[config.mk]
export PLATFORM = sky130hd
export DESIGN_NAME = imsic_msi_tx
export DESIGN_NICKNAME = d
export VERILOG_FILES = /design/src/rtl/aia_msi_pkg.sv /design/src/rtl/ariane_axi.sv /design/src/rtl/aia_sync_fifo.sv /design/src/rtl/imsic_msi_tx.sv
export SDC_FILE = /design/constraint.sdc
export NUM_CORES = 1
export LEC_CHECK = 0
export ABC_AREA = 1
export CAP_MARGIN = 20
export CORE_AREA = 4 4 157 159
export DETAILED_ROUTE_END_ITERATION = 8
export DIE_AREA = 0 0 161 163
export GPL_ROUTABILITY_DRIVEN = 0
export PLACE_DENSITY = 0.67
export SYNTH_ARGS = -nofsm -noshare
export SYNTH_HDL_FRONTEND = slang
export SYNTH_SLANG_ARGS = --single-unit
[constraint.sdc]
create_clock -name i_clk -period 4.95 [get_ports i_clk]
set_input_delay 0.7425 -clock i_clk [delete_from_list [all_inputs] [get_ports i_clk]]
set_output_delay 0.7425 -clock i_clk [all_outputs]
set_load 0.02 [all_outputs]
[src/rtl/aia_msi_pkg.sv]
// Shared IMSIC MSI definitions: setipnum address map, AXI response codes, MSI sender state and queue entry.
package aia_msi_pkg;
    localparam logic [31:0] IMSIC_M_BASE      = 32'h2400_0000;
    localparam logic [31:0] IMSIC_S_BASE      = 32'h2800_0000;
    localparam logic [31:0] IMSIC_FILE_STRIDE = 32'h0000_1000;

    localparam logic [1:0] AXI_RESP_OKAY   = 2'b00;
    localparam logic [1:0] AXI_RESP_EXOKAY = 2'b01;
    localparam logic [1:0] AXI_RESP_SLVERR = 2'b10;
    localparam logic [1:0] AXI_RESP_DECERR = 2'b11;
    localparam logic [1:0] AXI_BURST_INCR  = 2'b01;

    // Entry fields are sized for the largest supported configuration (256 files, 32-bit EIID).
    localparam int MSI_FILE_W = 8;
    localparam int MSI_EIID_W = 32;

    typedef enum logic [1:0] {IDLE, SEND, RESP} msi_tx_state_e;

    typedef struct packed {
        logic [MSI_FILE_W-1:0] file;
        logic [MSI_EIID_W-1:0] eiid;
    } msi_entry_t;

    function automatic logic [31:0] msi_addr(input logic [MSI_FILE_W-1:0] file);
        if (file == '0) return IMSIC_M_BASE;
        return IMSIC_S_BASE + (32'(file) - 32'd1) * IMSIC_FILE_STRIDE;
    endfunction
endpackage

[src/rtl/ariane_axi.sv]
// AXI4 channel and bundle types for the CVA6/Ariane system bus (64-bit address/data, 10-bit ID).
package ariane_axi;
    localparam int AddrWidth = 64;
    localparam int DataWidth = 64;
    localparam int IdWidth   = 10;
    localparam int UserWidth = 1;
    localparam int StrbWidth = DataWidth / 8;

    typedef struct packed {
        logic [IdWidth-1:0]   id;
        logic [AddrWidth-1:0] addr;
        logic [7:0]           len;
        logic [2:0]           size;
        logic [1:0]           burst;
        logic                 lock;
        logic [3:0]           cache;
        logic [2:0]           prot;
        logic [3:0]           qos;
        logic [3:0]           region;
        logic [5:0]           atop;
        logic [UserWidth-1:0] user;
    } aw_chan_t;

    typedef struct packed {
        logic [DataWidth-1:0] data;
        logic [StrbWidth-1:0] strb;
        logic                 last;
        logic [UserWidth-1:0] user;
    } w_chan_t;

    typedef struct packed {
        logic [IdWidth-1:0]   id;
        logic [1:0]           resp;
        logic [UserWidth-1:0] user;
    } b_chan_t;

    typedef struct packed {
        logic [IdWidth-1:0]   id;
        logic [AddrWidth-1:0] addr;
        logic [7:0]           len;
        logic [2:0]           size;
        logic [1:0]           burst;
        logic                 lock;
        logic [3:0]           cache;
        logic [2:0]           prot;
        logic [3:0]           qos;
        logic [3:0]           region;
        logic [UserWidth-1:0] user;
    } ar_chan_t;

    typedef struct packed {
        logic [IdWidth-1:0]   id;
        logic [DataWidth-1:0] data;
        logic [1:0]           resp;
        logic                 last;
        logic [UserWidth-1:0] user;
    } r_chan_t;

    typedef struct packed {
        aw_chan_t aw;
        logic     aw_valid;
        w_chan_t  w;
        logic     w_valid;
        logic     b_ready;
        ar_chan_t ar;
        logic     ar_valid;
        logic     r_ready;
    } req_t;

    typedef struct packed {
        logic    aw_ready;
        logic    ar_ready;
        logic    w_ready;
        logic    b_valid;
        b_chan_t b;
        logic    r_valid;
        r_chan_t r;
    } resp_t;
endpackage

[src/rtl/aia_sync_fifo.sv]
// Synchronous FIFO, power-of-two depth; push and pop may coincide, caller never pushes when full.
module aia_sync_fifo #(
    parameter int WIDTH = 8,
    parameter int DEPTH = 4,
    localparam int AW = $clog2(DEPTH),
    localparam int CW = AW + 1
)(
    input  logic             clk,
    input  logic             rst,
    input  logic             push,
    input  logic [WIDTH-1:0] push_data,
    input  logic             pop,
    output logic [WIDTH-1:0] pop_data,
    output logic             full,
    output logic             empty,
    output logic [CW-1:0]    count
);
    logic [WIDTH-1:0] mem [DEPTH];
    logic [AW-1:0]    wr_ptr;
    logic [AW-1:0]    rd_ptr;

    always_ff @(posedge clk) begin
        if (rst) begin
            wr_ptr <= '0;
            rd_ptr <= '0;
            count  <= '0;
        end else begin
            if (push) wr_ptr <= wr_ptr + 1'b1;
            if (pop)  rd_ptr <= rd_ptr + 1'b1;
            case ({push, pop})
                2'b10:   count <= count + 1'b1;
                2'b01:   count <= count - 1'b1;
                default: count <= count;
            endcase
        end
    end

    always_ff @(posedge clk) begin
        if (push) mem[wr_ptr] <= push_data;
    end

    assign pop_data = mem[rd_ptr];
    assign full     = (count == CW'(DEPTH));
    assign empty    = (count == '0);
endmodule

[src/rtl/imsic_msi_tx.sv]
// Queues (file, EIID) MSI requests and writes each as one AXI4 beat to the IMSIC setipnum register.
// Define IMSIC_MSI_TX_ERR_CNT_EN for a sticky bresp error flag and saturating error counter.
module imsic_msi_tx
    import aia_msi_pkg::*;
#(
    parameter int AXI_ADDR_WIDTH = 64,
    parameter int AXI_DATA_WIDTH = 64,
    parameter int AXI_ID_WIDTH   = 10,
    parameter int NR_INTP_FILES  = 2,
    parameter int EIID_W         = 11,
    parameter int FIFO_DEPTH     = 4,
    parameter int TX_ID          = 0,
    localparam int FILE_W = (NR_INTP_FILES > 1) ? $clog2(NR_INTP_FILES) : 1
)(
    input  logic              i_clk,
    input  logic              i_rst,
    input  logic              i_valid,
    output logic              o_ready,
    input  logic [FILE_W-1:0] i_file,
    input  logic [EIID_W-1:0] i_eiid,
    output logic              o_drop,
    output logic              o_busy,
`ifdef IMSIC_MSI_TX_ERR_CNT_EN
    output logic              o_err,
    output logic [7:0]        o_err_cnt,
    input  logic              i_err_clr,
`endif
    output ariane_axi::req_t  o_req,
    input  ariane_axi::resp_t i_resp
);
    localparam int CNT_W  = $clog2(FIFO_DEPTH) + 1;
    localparam int REQ_AW = ariane_axi::AddrWidth;
    localparam int REQ_DW = ariane_axi::DataWidth;
    localparam int REQ_IW = ariane_axi::IdWidth;
    localparam int REQ_SW = ariane_axi::StrbWidth;

    msi_entry_t          push_entry;
    msi_entry_t          head;
    msi_entry_t          hold;
    msi_tx_state_e       state;
    logic                fifo_push;
    logic                fifo_pop;
    logic                fifo_full;
    logic                fifo_empty;
    logic [CNT_W-1:0]    fifo_count;
    logic                file_ok;
    logic                accept;
    logic                aw_valid;
    logic                w_valid;
    logic                b_ready;
    logic [AXI_ADDR_WIDTH-1:0] aw_addr;
    logic [AXI_DATA_WIDTH-1:0] w_data;

    assign file_ok    = 32'(i_file) < NR_INTP_FILES;
    assign accept     = i_valid && o_ready;
    assign fifo_push  = accept && file_ok;
    assign fifo_pop   = (state == IDLE) && !fifo_empty;
    assign push_entry = '{file: MSI_FILE_W'(i_file), eiid: MSI_EIID_W'(i_eiid)};
    assign o_ready    = !fifo_full;
    assign o_busy     = (state != IDLE) || (fifo_count != '0);

    aia_sync_fifo #(
        .WIDTH($bits(msi_entry_t)),
        .DEPTH(FIFO_DEPTH)
    ) u_fifo (
        .clk       (i_clk),
        .rst       (i_rst),
        .push      (fifo_push),
        .push_data (push_entry),
        .pop       (fifo_pop),
        .pop_data  (head),
        .full      (fifo_full),
        .empty     (fifo_empty),
        .count     (fifo_count)
    );

    always_ff @(posedge i_clk) begin
        if (i_rst) o_drop <= 1'b0;
        else       o_drop <= accept && !file_ok;
    end

    // Each channel's valid drops on its own handshake; RESP is entered once both are retired.
    always_ff @(posedge i_clk) begin
        if (i_rst) begin
            state    <= IDLE;
            hold     <= '0;
            aw_valid <= 1'b0;
            w_valid  <= 1'b0;
            b_ready  <= 1'b0;
        end else begin
            case (state)
                IDLE: if (!fifo_empty) begin
                    hold     <= head;
                    aw_valid <= 1'b1;
                    w_valid  <= 1'b1;
                    state    <= SEND;
                end
                SEND: begin
                    if (aw_valid && i_resp.aw_ready) aw_valid <= 1'b0;
                    if (w_valid && i_resp.w_ready)   w_valid  <= 1'b0;
                    if ((!aw_valid || i_resp.aw_ready) && (!w_valid || i_resp.w_ready)) begin
                        b_ready <= 1'b1;
                        state   <= RESP;
                    end
                end
                RESP: if (i_resp.b_valid) begin
                    b_ready <= 1'b0;
                    state   <= IDLE;
                end
                default: state <= IDLE;
            endcase
        end
    end

    assign aw_addr = AXI_ADDR_WIDTH'(msi_addr(hold.file));
    assign w_data  = AXI_DATA_WIDTH'(hold.eiid);

    always_comb begin
        o_req          = '0;
        o_req.aw.id    = REQ_IW'(AXI_ID_WIDTH'(TX_ID));
        o_req.aw.addr  = REQ_AW'(aw_addr);
        o_req.aw.len   = 8'd0;
        o_req.aw.size  = 3'b010;
        o_req.aw.burst = AXI_BURST_INCR;
        o_req.aw_valid = aw_valid;
        o_req.w.data   = REQ_DW'(w_data);
        o_req.w.strb   = REQ_SW'(8'h0F);
        o_req.w.last   = 1'b1;
        o_req.w_valid  = w_valid;
        o_req.b_ready  = b_ready;
    end

`ifdef IMSIC_MSI_TX_ERR_CNT_EN
    logic err_hit;
    assign err_hit = (state == RESP) && i_resp.b_valid && (i_resp.b.resp != AXI_RESP_OKAY);

    always_ff @(posedge i_clk) begin
        if (i_rst) begin
            o_err     <= 1'b0;
            o_err_cnt <= 8'd0;
        end else if (err_hit) begin
            o_err <= 1'b1;
            if (o_err_cnt != 8'hFF) o_err_cnt <= o_err_cnt + 8'd1;
        end else if (i_err_clr) begin
            o_err     <= 1'b0;
            o_err_cnt <= 8'd0;
        end
    end
`else
    logic bresp_unused;
    assign bresp_unused = ^i_resp.b.resp;
`endif

    logic resp_unused;
    assign resp_unused = ^{i_resp.ar_ready, i_resp.r_valid, i_resp.r, i_resp.b.id, i_resp.b.user};
endmodule

Yosys cells after proc, flatten, opt, wreduce, memory -nomap -nowiden

Memory sizes are Yosys's and may differ from the RTL's. A register that Yosys moved wholly into a read port is not among the register bits.
Cells that the tools add are included.

Output and inout bits: 296
Flip-flop bits (word level): 52
Bits in writable memories: 48
Memories: 1

Memories:

| memory     | words | width | read ports | clocked after memory_dff | write ports | RTL line            | text |
|---|---|---|---|---|---|---|---|
| u_fifo.mem | 4     | 12    | 1          | 1                        | 1           | aia_sync_fifo.sv:18 | `logic [WIDTH-1:0] mem [DEPTH];` |

Bitwise logic cells: 1
Mux-type cells: 18
Add/sub/neg operators: 6
Reduce and logical (&&, ||, !) cells: 25
Equality and inequality tests: 10

Operators with widths:

| kind                                                 | number |
|---|---|
| 2-to-1 mux 32 bit                                    | 2 |
| adder 31 x 21 -> 32 bit (first input constant)       | 1 |
| AND reduction 3 bit                                  | 4 |
| != test 2 bit (second input constant)                | 5 |
| subtractor 8 x 1 -> 9 bit (second input constant)    | 1 |
| logical NOT 8 bit                                    | 1 |
| 2-to-1 mux 1 bit                                     | 8 |
| nonzero test 2 bit                                   | 4 |
| 2-to-1 mux 2 bit                                     | 3 |
| case mux 1 bit (2 select lines)                      | 3 |
| case mux 2 bit (3 select lines)                      | 1 |
| case mux 3 bit (2 select lines)                      | 1 |
| logical AND 1 bit                                    | 5 |
| adder 2 x 1 -> 2 bit (second input constant)         | 2 |
| equality test 2 x 1 -> 1 bit (second input constant) | 2 |
| equality test 2 bit (second input constant)          | 2 |
| logical NOT 1 bit                                    | 4 |
| adder 3 x 1 -> 3 bit (second input constant)         | 1 |
| equality test 3 bit (second input constant)          | 1 |
| logical NOT 3 bit                                    | 1 |
| logical OR 1 bit                                     | 3 |
| nonzero test 3 bit                                   | 1 |
| subtractor 3 x 1 -> 3 bit (second input constant)    | 1 |
| logical NOT 2 bit                                    | 1 |
| 2 further kinds                                      | 2 |

Depth between registers and ports, before layout

Gate-level depths: netlist of the first run.

Word-level depth: 5
Depth in mapped cells: 13
Gate-level depth less buffers: 13

Modules after synthesis

A second synthesis of the first run with hierarchy kept.

Cells, all modules: 980
Area, all modules: 10482.6 µm²

By module, submodules not included:

| module        | cells each | area an instance (µm²) | times used |
|---|---|---|---|
| aia_sync_fifo | 445        | 6493.7                 | 1 |
| imsic_msi_tx  | 535        | 3988.8                 | 1 |

Worst setup path after synthesis of the first run

Ideal clock, no wire load.

Path type: in2reg
From: in i_valid
To: reg u_fifo.count[2]
Data required time: 4837 ps
Stages on the path: 10
Path buffers: 0
Slack: 3117 ps
Arrival time: 1720 ps
Cells stage by stage: nand2_2 > ha_1 > inv_1 > fa_1 > inv_1 > nand2_1 > nand3_1 > nand2_1 > nand2_1 > nor2_1

Word-level cells in the longest chain between the ends: 3

Ends and longest elaborated chain:

| item                                                                  | RTL line            | text |
|---|---|---|
| start, declared                                                       | imsic_msi_tx.sv:17  | `input logic i_valid,` |
| logical AND 1 bit *                                                   | imsic_msi_tx.sv:55  | `assign accept = i_valid && o_ready;` |
| equality test 2 x 1 -> 1 bit or equality test 2 bit (tied branches)   | aia_sync_fifo.sv:30 | `case ({push, pop})` |
| case mux 3 bit (2 select lines) or nonzero test 2 bit (tied branches) | -                   |  |
| end signal, assigned                                                  | aia_sync_fifo.sv:31 | `2'b10: count <= count + 1'b1;` |
| end signal, assigned                                                  | aia_sync_fifo.sv:32 | `2'b01: count <= count - 1'b1;` |
| end signal, assigned                                                  | aia_sync_fifo.sv:33 | `default: count <= count;` |
| end, declared                                                         | aia_sync_fifo.sv:16 | `output logic [CW-1:0] count` |

Mark *: on every way between the ends. The rest lies on a longest branch, timed or not.
A chain may end at the register's enable or synchronous reset.

Worst setup path in the final report of the first run

From: reg state[1]
To: out o_busy

Word-level cells in the longest chain between the ends: 2

Ends and longest elaborated chain:

| item                   | RTL line            | text |
|---|---|---|
| start, declared        | imsic_msi_tx.sv:40  | `msi_tx_state_e state;` |
| start signal, assigned | imsic_msi_tx.sv:85  | `state <= IDLE;` |
| start signal, assigned | imsic_msi_tx.sv:96  | `state <= SEND;` |
| start signal, assigned | imsic_msi_tx.sv:103 | `state <= RESP;` |
| nonzero test 2 bit     | imsic_msi_tx.sv:60  | `assign o_busy = (state != IDLE) \|\| (fifo_count != '0);` |
| logical OR 1 bit       | imsic_msi_tx.sv:60  |  |
| end, declared          | imsic_msi_tx.sv:22  | `output logic o_busy,` |

Every way passes these cells.

==> metrics.md, run 1 <==
| Metric | Value |
|---|---|
| Number of resized instances in the post-cts repair step | 0 |
| Crit-path max FO | 4 |
| Initial antenna violation count | 1 |
| Overall fraction of global-route tracks in use | 5.671% |
| CTS H-Tree Depth | 3 |
| Endpoints failing setup | 0 |
| First-iteration detailed-routing DRC count | between 80 and 90 |
| Share of async-settable or async-resettable flops after synthesis | 0% |
| Number of cells on the worst reg-to-reg path | 11 |
| Worst setup slack for register-to-register paths | around 2900 ps |
| Ratio of cells with drive above 1 in the final layout | under 10% |
| Total power divided by cell area | 462.5 nW/um^2 |
| Final design area excluding fillers | 5234 sq um |
| Number of optimization iterations in the first detailed-route pass | 4 |
| Net count reported at finish | 790 |
| Relative area change from synthesis to final layout | -1.321% |
| Startpoint type of the worst setup path | flip-flop |
| Number of maximum-capacitance constraint violations | 0 |
| Cell with the most instances after synthesis | sky130_fd_sc_hd__buf_4 |
| Hold depth | 2 |
| Crit path capture type | primary output |
| Post-CTS Setup Bufs | 0 |
| Largest area contributor in the netlist | sky130_fd_sc_hd__buf_4 |
| Number of max-slew violations in the final report | 0 |
| Final Util | 22.50% |
| Mean Syn Cell Area | between 8 and 9 sq um |
| Sequential share of the synthesized area | 36.23% |
| Post-detail-place hpwl | between 6000 and 7000 um |
| Number of warning messages in the yosys log | 0 |
| Clock tree from TritonCTS | yes |
| RSZ-0062 raised after global routing | no |
| First-pass GRT wire length | between 10000 and 15000 um |
| Area contributors post-synth | sky130_fd_sc_hd__buf_4, sky130_fd_sc_hd__edfxtp_1, sky130_fd_sc_hd__dfxtp_1, sky130_fd_sc_hd__nand2_1, sky130_fd_sc_hd__inv_1 |
| Hold Path Sink | b_ready |
| Core Footprint | approximately 23000 sq um |
| Leakage component of the power | ~0.0027 uW |
| Via count of the first global-routing pass | between 2000 and 2500 |
| Cell area after placement | roughly 4900 sq um |
| Height of the chip | around 160 um |
| Fill cell instance count of the final layout | roughly 2500 |
| Final worst path period share | around 47% |
| Die area | ~26000 sq um |
| CTS root buf | sky130_fd_sc_hd__clkbuf_16 |
| Starting density of the core | between 20% and 30% |
| Num CTS Buffers | 9 |
| Routed wirelength normalized by instance count | between 8 and 9 um |
| Via count | ~3000 |
| Total standard cell area after synthesis | about 5300 sq um |
| Accumulated negative setup slack | 0 ps |
| Worst slew margin relative to its limit | between 30% and 40% |
| CTS sink count | 72 |
| Overflow after GRT | 0 |
| Count of hold buffers inserted by post-cts repair | 0 |
| Outcome | finished, final reports clean |
| Min cycle time layout | between 2000 and 2500 ps |
| Classification of the worst-slack hold path | reg -> reg |
| Largest net degree at the start of global routing | 29 |
| Critical path start-end classification | reg -> out |
| Worst clock skew | between 7 and 8 ps |
| Count of flip-flops with a built-in enable after synthesis | 48 |
| Transition at the pin with the smallest max-transition slack | between 1000 and 1500 ps |
| Number of cells produced by synthesis | 638 |
| Clk Latency, worst-skew pair | roughly 330 ps |
| Ports placed on the boundary | a little over 400 |
| Final setup margin | 2635 ps |
| Routed wire length | roughly 8700 um |
| Reg-to-Reg Start | state[1] |
| Std cell rows | 56 |
| Reg-to-reg critical path endpoint | u_fifo.count[2] |
| Data arrival time of the critical path | about 1600 ps |
| Count of buffers inserted at the top-level ports | 35 |
| Setup Slack @ Placement | around 2500 ps |
| Number of remaining DRC errors | 0 |
| Number of flip-flops and latches in the synthesized netlist | 72 |
| DRT antenna net count | 0 |
| Unique masters post-synth | 22 |
| Beginning of the worst hold path | b_ready |
| Cell types with the highest counts after synthesis | sky130_fd_sc_hd__buf_4, sky130_fd_sc_hd__nand2_1, sky130_fd_sc_hd__inv_1 |
| Maximum buffer depth of the clock tree | 2 |
| Critical path required time | around 4200 ps |
| Worst hold slack across all endpoints | about 470 ps |
| Ratio of routed vias to standard cells | around 2.9 |
| Clk pin slew, worst setup/hold paths | approximately 60 ps |
| Worst voltage drop across the vdd grid | approximately 340 uV |
| Die Wd | 161 um |
| Total count of hold-check failures in the final report | 0 |
| Dominant synthesized flop cell | sky130_fd_sc_hd__edfxtp_1 |
| Achievable clock frequency | ~0.43 GHz |
| Yosys top cell area share | 40.34% |
==> final cells by class <==
class | instances | area [sq um] | share of cell area, %
antenna | 1 | 2.502 | 0.04781
clock buffer | 10 | 239.0 | 4.566
clock inverter | 6 | 67.56 | 1.291
inverter | 80 | 305.3 | 5.833
multi-input combinational | 471 | 1918 | 36.65
sequential | 72 | 1922 | 36.72
tap | 319 | 399.1 | 7.626
timing repair buffer | 39 | 380.4 | 7.268
==> where the power goes <==
group / internal [uW] / leakage, uW / switching [uW]
clock network: 405 / 0.000147 / 237
logic: 282 / 0.00188 / 658
registers: 747 / 0.000639 / 91.2
==> cells in the final DEF (no fill, tap or decap), types with 7 or more instances in the layout <==
master,count
sky130_fd_sc_hd__a21oi_1,7
sky130_fd_sc_hd__clkbuf_16,9
sky130_fd_sc_hd__clkdlybuf4s50_1,35
sky130_fd_sc_hd__conb_1,278
sky130_fd_sc_hd__dfxtp_1,24
sky130_fd_sc_hd__edfxtp_1,48
sky130_fd_sc_hd__inv_1,78
sky130_fd_sc_hd__nand2_1,100
sky130_fd_sc_hd__nand3_1,31
sky130_fd_sc_hd__nor2_1,37
==> metal layers <==
metal  global-route usage (%)  share of wire, %
met1                    5.841                34
met2                    10.65                53
met3                    1.746                11
met4                    2.365               1.3
met5                        0                 0
==> worst max-delay path by stage <==
stage                      end  cells after the start       startpoint  slack, ps
2_1_floorplan  u_fifo.count[2]                     10          i_valid       3120
5_1_grt                o_ready                      3  u_fifo.count[1]       2570
4_1_cts                o_ready                      3  u_fifo.count[1]       2630
3_5_place_dp   u_fifo.count[2]                     11          i_valid       2510
6_report                o_busy                      3         state[1]       2640
3_3_place_gp   u_fifo.count[2]                     11          i_valid       2540
==> sequential cells by signal (all words and copies together), names as in the netlist, 2 cells and up <==
signal and flops:
u_fifo.mem 48, u_fifo.count 3, state 2, o_req 11
u_fifo.wr_ptr 2, u_fifo.rd_ptr 2
==> metrics by stage <==
step | power (uW) | std cells
after floorplan | 1746 | 914
after global placement | 1772 | 981
after detailed placement | 1790 | 981
after CTS | 2444 | 997
after global routing | 2593 | 998
final | 2421 | 998
==> worst max-delay path: stages (launching register included) <==
cell and delay (ps):
sky130_fd_sc_hd__dfxtp_1 420, sky130_fd_sc_hd__nor2_4 80, sky130_fd_sc_hd__nand3_1 120, sky130_fd_sc_hd__clkdlybuf4s50_1 630
==> logic make-up after synthesis <==
family                   Yosys count  share of synthesized area, %
other                              2                        0.1416
adder cells (fa/ha/maj)            6                         1.557
flip-flops                        72                         36.23
AND/OR/NAND/NOR                  174                         13.64
AO/OA/AOI/OAI                     13                         1.297
buffers and inverters            371                         47.13
Note: power is estimated with default switching activity, not from simulation.
==> inputs of run 2 (changes only) <==
Clock period 4.95 ns to 2.3 ns, I/O delays scaled along.
==> run 2 against run 1 <==
  * Routed wire length is essentially flat
  * Critical path depth is the same
  * Combinational power grew 130%
  * Largest cell class unchanged
==> metrics.md, run 2 (synthesis results as in run 1) <==
| Metric | Value |
|---|---|
| Worst voltage drop across the vdd grid | ~700 uV |
| Post-CTS Setup Bufs | 0 |
| Post-detail-place hpwl | around 6700 um |
| Ports placed on the boundary | 407 |
| Num CTS Buffers | 9 |
| Beginning of the worst hold path | b_ready |
| Starting density of the core | a little under a quarter |
| Final setup margin | 398.4 ps |
| Accumulated negative setup slack | 0 ps |
| Largest net degree at the start of global routing | 28 |
| Die Wd | roughly 160 um |
| Die area | about 26000 sq um |
| Maximum single-stage delay on the critical path | approximately 650 ps |
| Data arrival time of the critical path | 1560 ps |
| Transition at the pin with the smallest max-transition slack | 568.7 ps |
| Number of cells on the worst reg-to-reg path | 12 |
| Final Power | 5336 uW |
| Core Footprint | 23260 sq um |
| Setup Slack @ Placement | 265.0 ps |
| Slowest stage cell on the critical path | sky130_fd_sc_hd__clkdlybuf4s50_1 |
| Leakage component of the power | approximately 0.0027 uW |
| Number of optimization iterations in the first detailed-route pass | 4 |
| Highest-count cells in the layout ignoring fill and taps | sky130_fd_sc_hd__conb_1, sky130_fd_sc_hd__nand2_1, sky130_fd_sc_hd__inv_1 |
| Clk Latency, worst-skew pair | about 320 ps |
| DRT antenna net count | 0 |
| Startpoint type of the worst setup path | flip-flop |
| Min cycle time layout | between 1500 and 2000 ps |
| Total count of hold-check failures in the final report | 0 |
| Hold depth | 2 |
| Crit path capture type | primary output |
| Hold Path Sink | b_ready |
| Leading cell type in the layout, fill and taps excluded | sky130_fd_sc_hd__conb_1 |
| Critical path's top delay family | buffers and inverters |
| First-iteration detailed-routing DRC count | 130 |
| Classification of the worst-slack hold path | reg -> reg |
| Fill cell instance count of the final layout | about 2500 |
| CTS H-Tree Depth | 3 |
| Final Util | a little under a quarter |
| Total power divided by cell area | just over 1000 nW/um^2 |
| Number of placed instances with taps included | around 1000 |
| Initial antenna violation count | 1 |
| Critical path buffers and inverters | 1 |
| RSZ-0062 raised after global routing | no |
| Via count of the first global-routing pass | 2344 |
| First-pass GRT wire length | between 10000 and 15000 um |
| Routed wirelength normalized by instance count | ~8.7 um |
| Maximum buffer depth of the clock tree | 2 |
| Endpoints failing setup | 0 |
| Worst clock skew | just over 6 ps |
| Critical path required time | just under 2000 ps |
| Critical path start-end classification | reg -> out |
| Relative area change from synthesis to final layout | -0.3067% |
| Worst slew margin relative to its limit | 62.03% |
| Most flop-heavy register | u_fifo.mem |
| Routed wire length | 8686 um |
| Overflow after GRT | 0 |
| Number of max-slew violations in the final report | 0 |
| Std cell rows | between 50 and 60 |
| Count of buffers inserted at the top-level ports | 35 |
| Finished Layout Cells | around 1000 |
| Net count reported at finish | 795 |
| Number of remaining DRC errors | 0 |
| Ratio of routed vias to standard cells | 2.895 |
| Clk pin slew, worst setup/hold paths | around 50 ps |
| Count of hold buffers inserted by post-cts repair | 0 |
| Reg-to-Reg Start | u_fifo.count[1] |
| CTS sink count | between 70 and 80 |
| Reg-to-reg critical path endpoint | u_fifo.count[2] |
| Number of resized instances in the post-cts repair step | 0 |
| Achievable clock frequency | 0.5259 GHz |
| Ratio of cells with drive above 1 in the final layout | 4.685% |
| Flip-flop count of the largest register after layout | between 40 and 50 |
| Crit-path max FO | 4 |
| Cell chain of the critical path | nor2_4, nand2_1, clkdlybuf4s50_1 |
| Via count | slightly below 3000 |
| Final worst path period share | 82.68% |
| Outcome | finished, final reports clean |
| Number of maximum-capacitance constraint violations | 0 |
| Overall fraction of global-route tracks in use | under 10% |
| CTS root buf | sky130_fd_sc_hd__clkbuf_16 |
| Clock tree from TritonCTS | yes |
| Height of the chip | 163 um |
| Worst setup slack for register-to-register paths | around 500 ps |
## run 2: cell types whose count changed in the layout (fill, tap and decap cells not counted), sizes merged
cell	before	now
inv	81	80
bufinv	1	2
clkinv	3	1
clkinvlp	1	2
buf	4	9
clkbuf	10	11
## run 2: worst min-delay path: cells and delay by family (launching register included)
kind	cells	cell delay [ps]
DFF	1	310
AOI/OAI and AO/OA	1	50
and+or+nand+nor	1	60
## run 2: how the worst max path moves through the flow
stage                               start  slack (ps)  cells past startpoint               to
after floorplan           u_fifo.count[0]         510                     12  u_fifo.count[2]
after global placement            i_valid         280                     11  u_fifo.count[2]
after detailed placement          i_valid         260                     11  u_fifo.count[2]
after CTS                 u_fifo.count[1]         360                      3          o_ready
after global routing      u_fifo.count[1]         290                     10  u_fifo.count[2]
final                     u_fifo.count[1]         400                      3          o_ready
## run 2: final cells by class
class                      instances  area [sq um]  area share, %
antenna                            1         2.502        0.04733
clock buffer                      11         242.7          4.591
clock inverter                     5         80.08          1.514
inverter                          80         305.3          5.774
multi-input combinational        471          1918          36.28
sequential                        72          1922          36.35
tap                              319         399.1          7.549
timing repair buffer              44         417.9          7.903
## run 2: per-stage QoR
step | area, sq um | hold slack, ps
after CTS | 5285 | 467.0
after detailed placement | 4962 | 458.2
after floorplan | 6340 | 407.4
final | 5288 | 462.6
after global placement | 4962 | 454.4
after global routing | 5288 | 482.9
## run 2: power breakdown
group,switching [uW],internal [uW]
logic,1480,642
clock network,494,976
registers,133,1610
total,2110,3230
## run 2: layer usage
layer / global-route usage (%) / part of all wire, % / vias to the layer above
met1: 5.761 / 35 / 1270
met4: 2.753 / 1.3 / 0
met3: 2.151 / 13 / 4
li1: - / - / 1456
met5: 0 / 0 / -
met2: 9.900 / 51 / 174
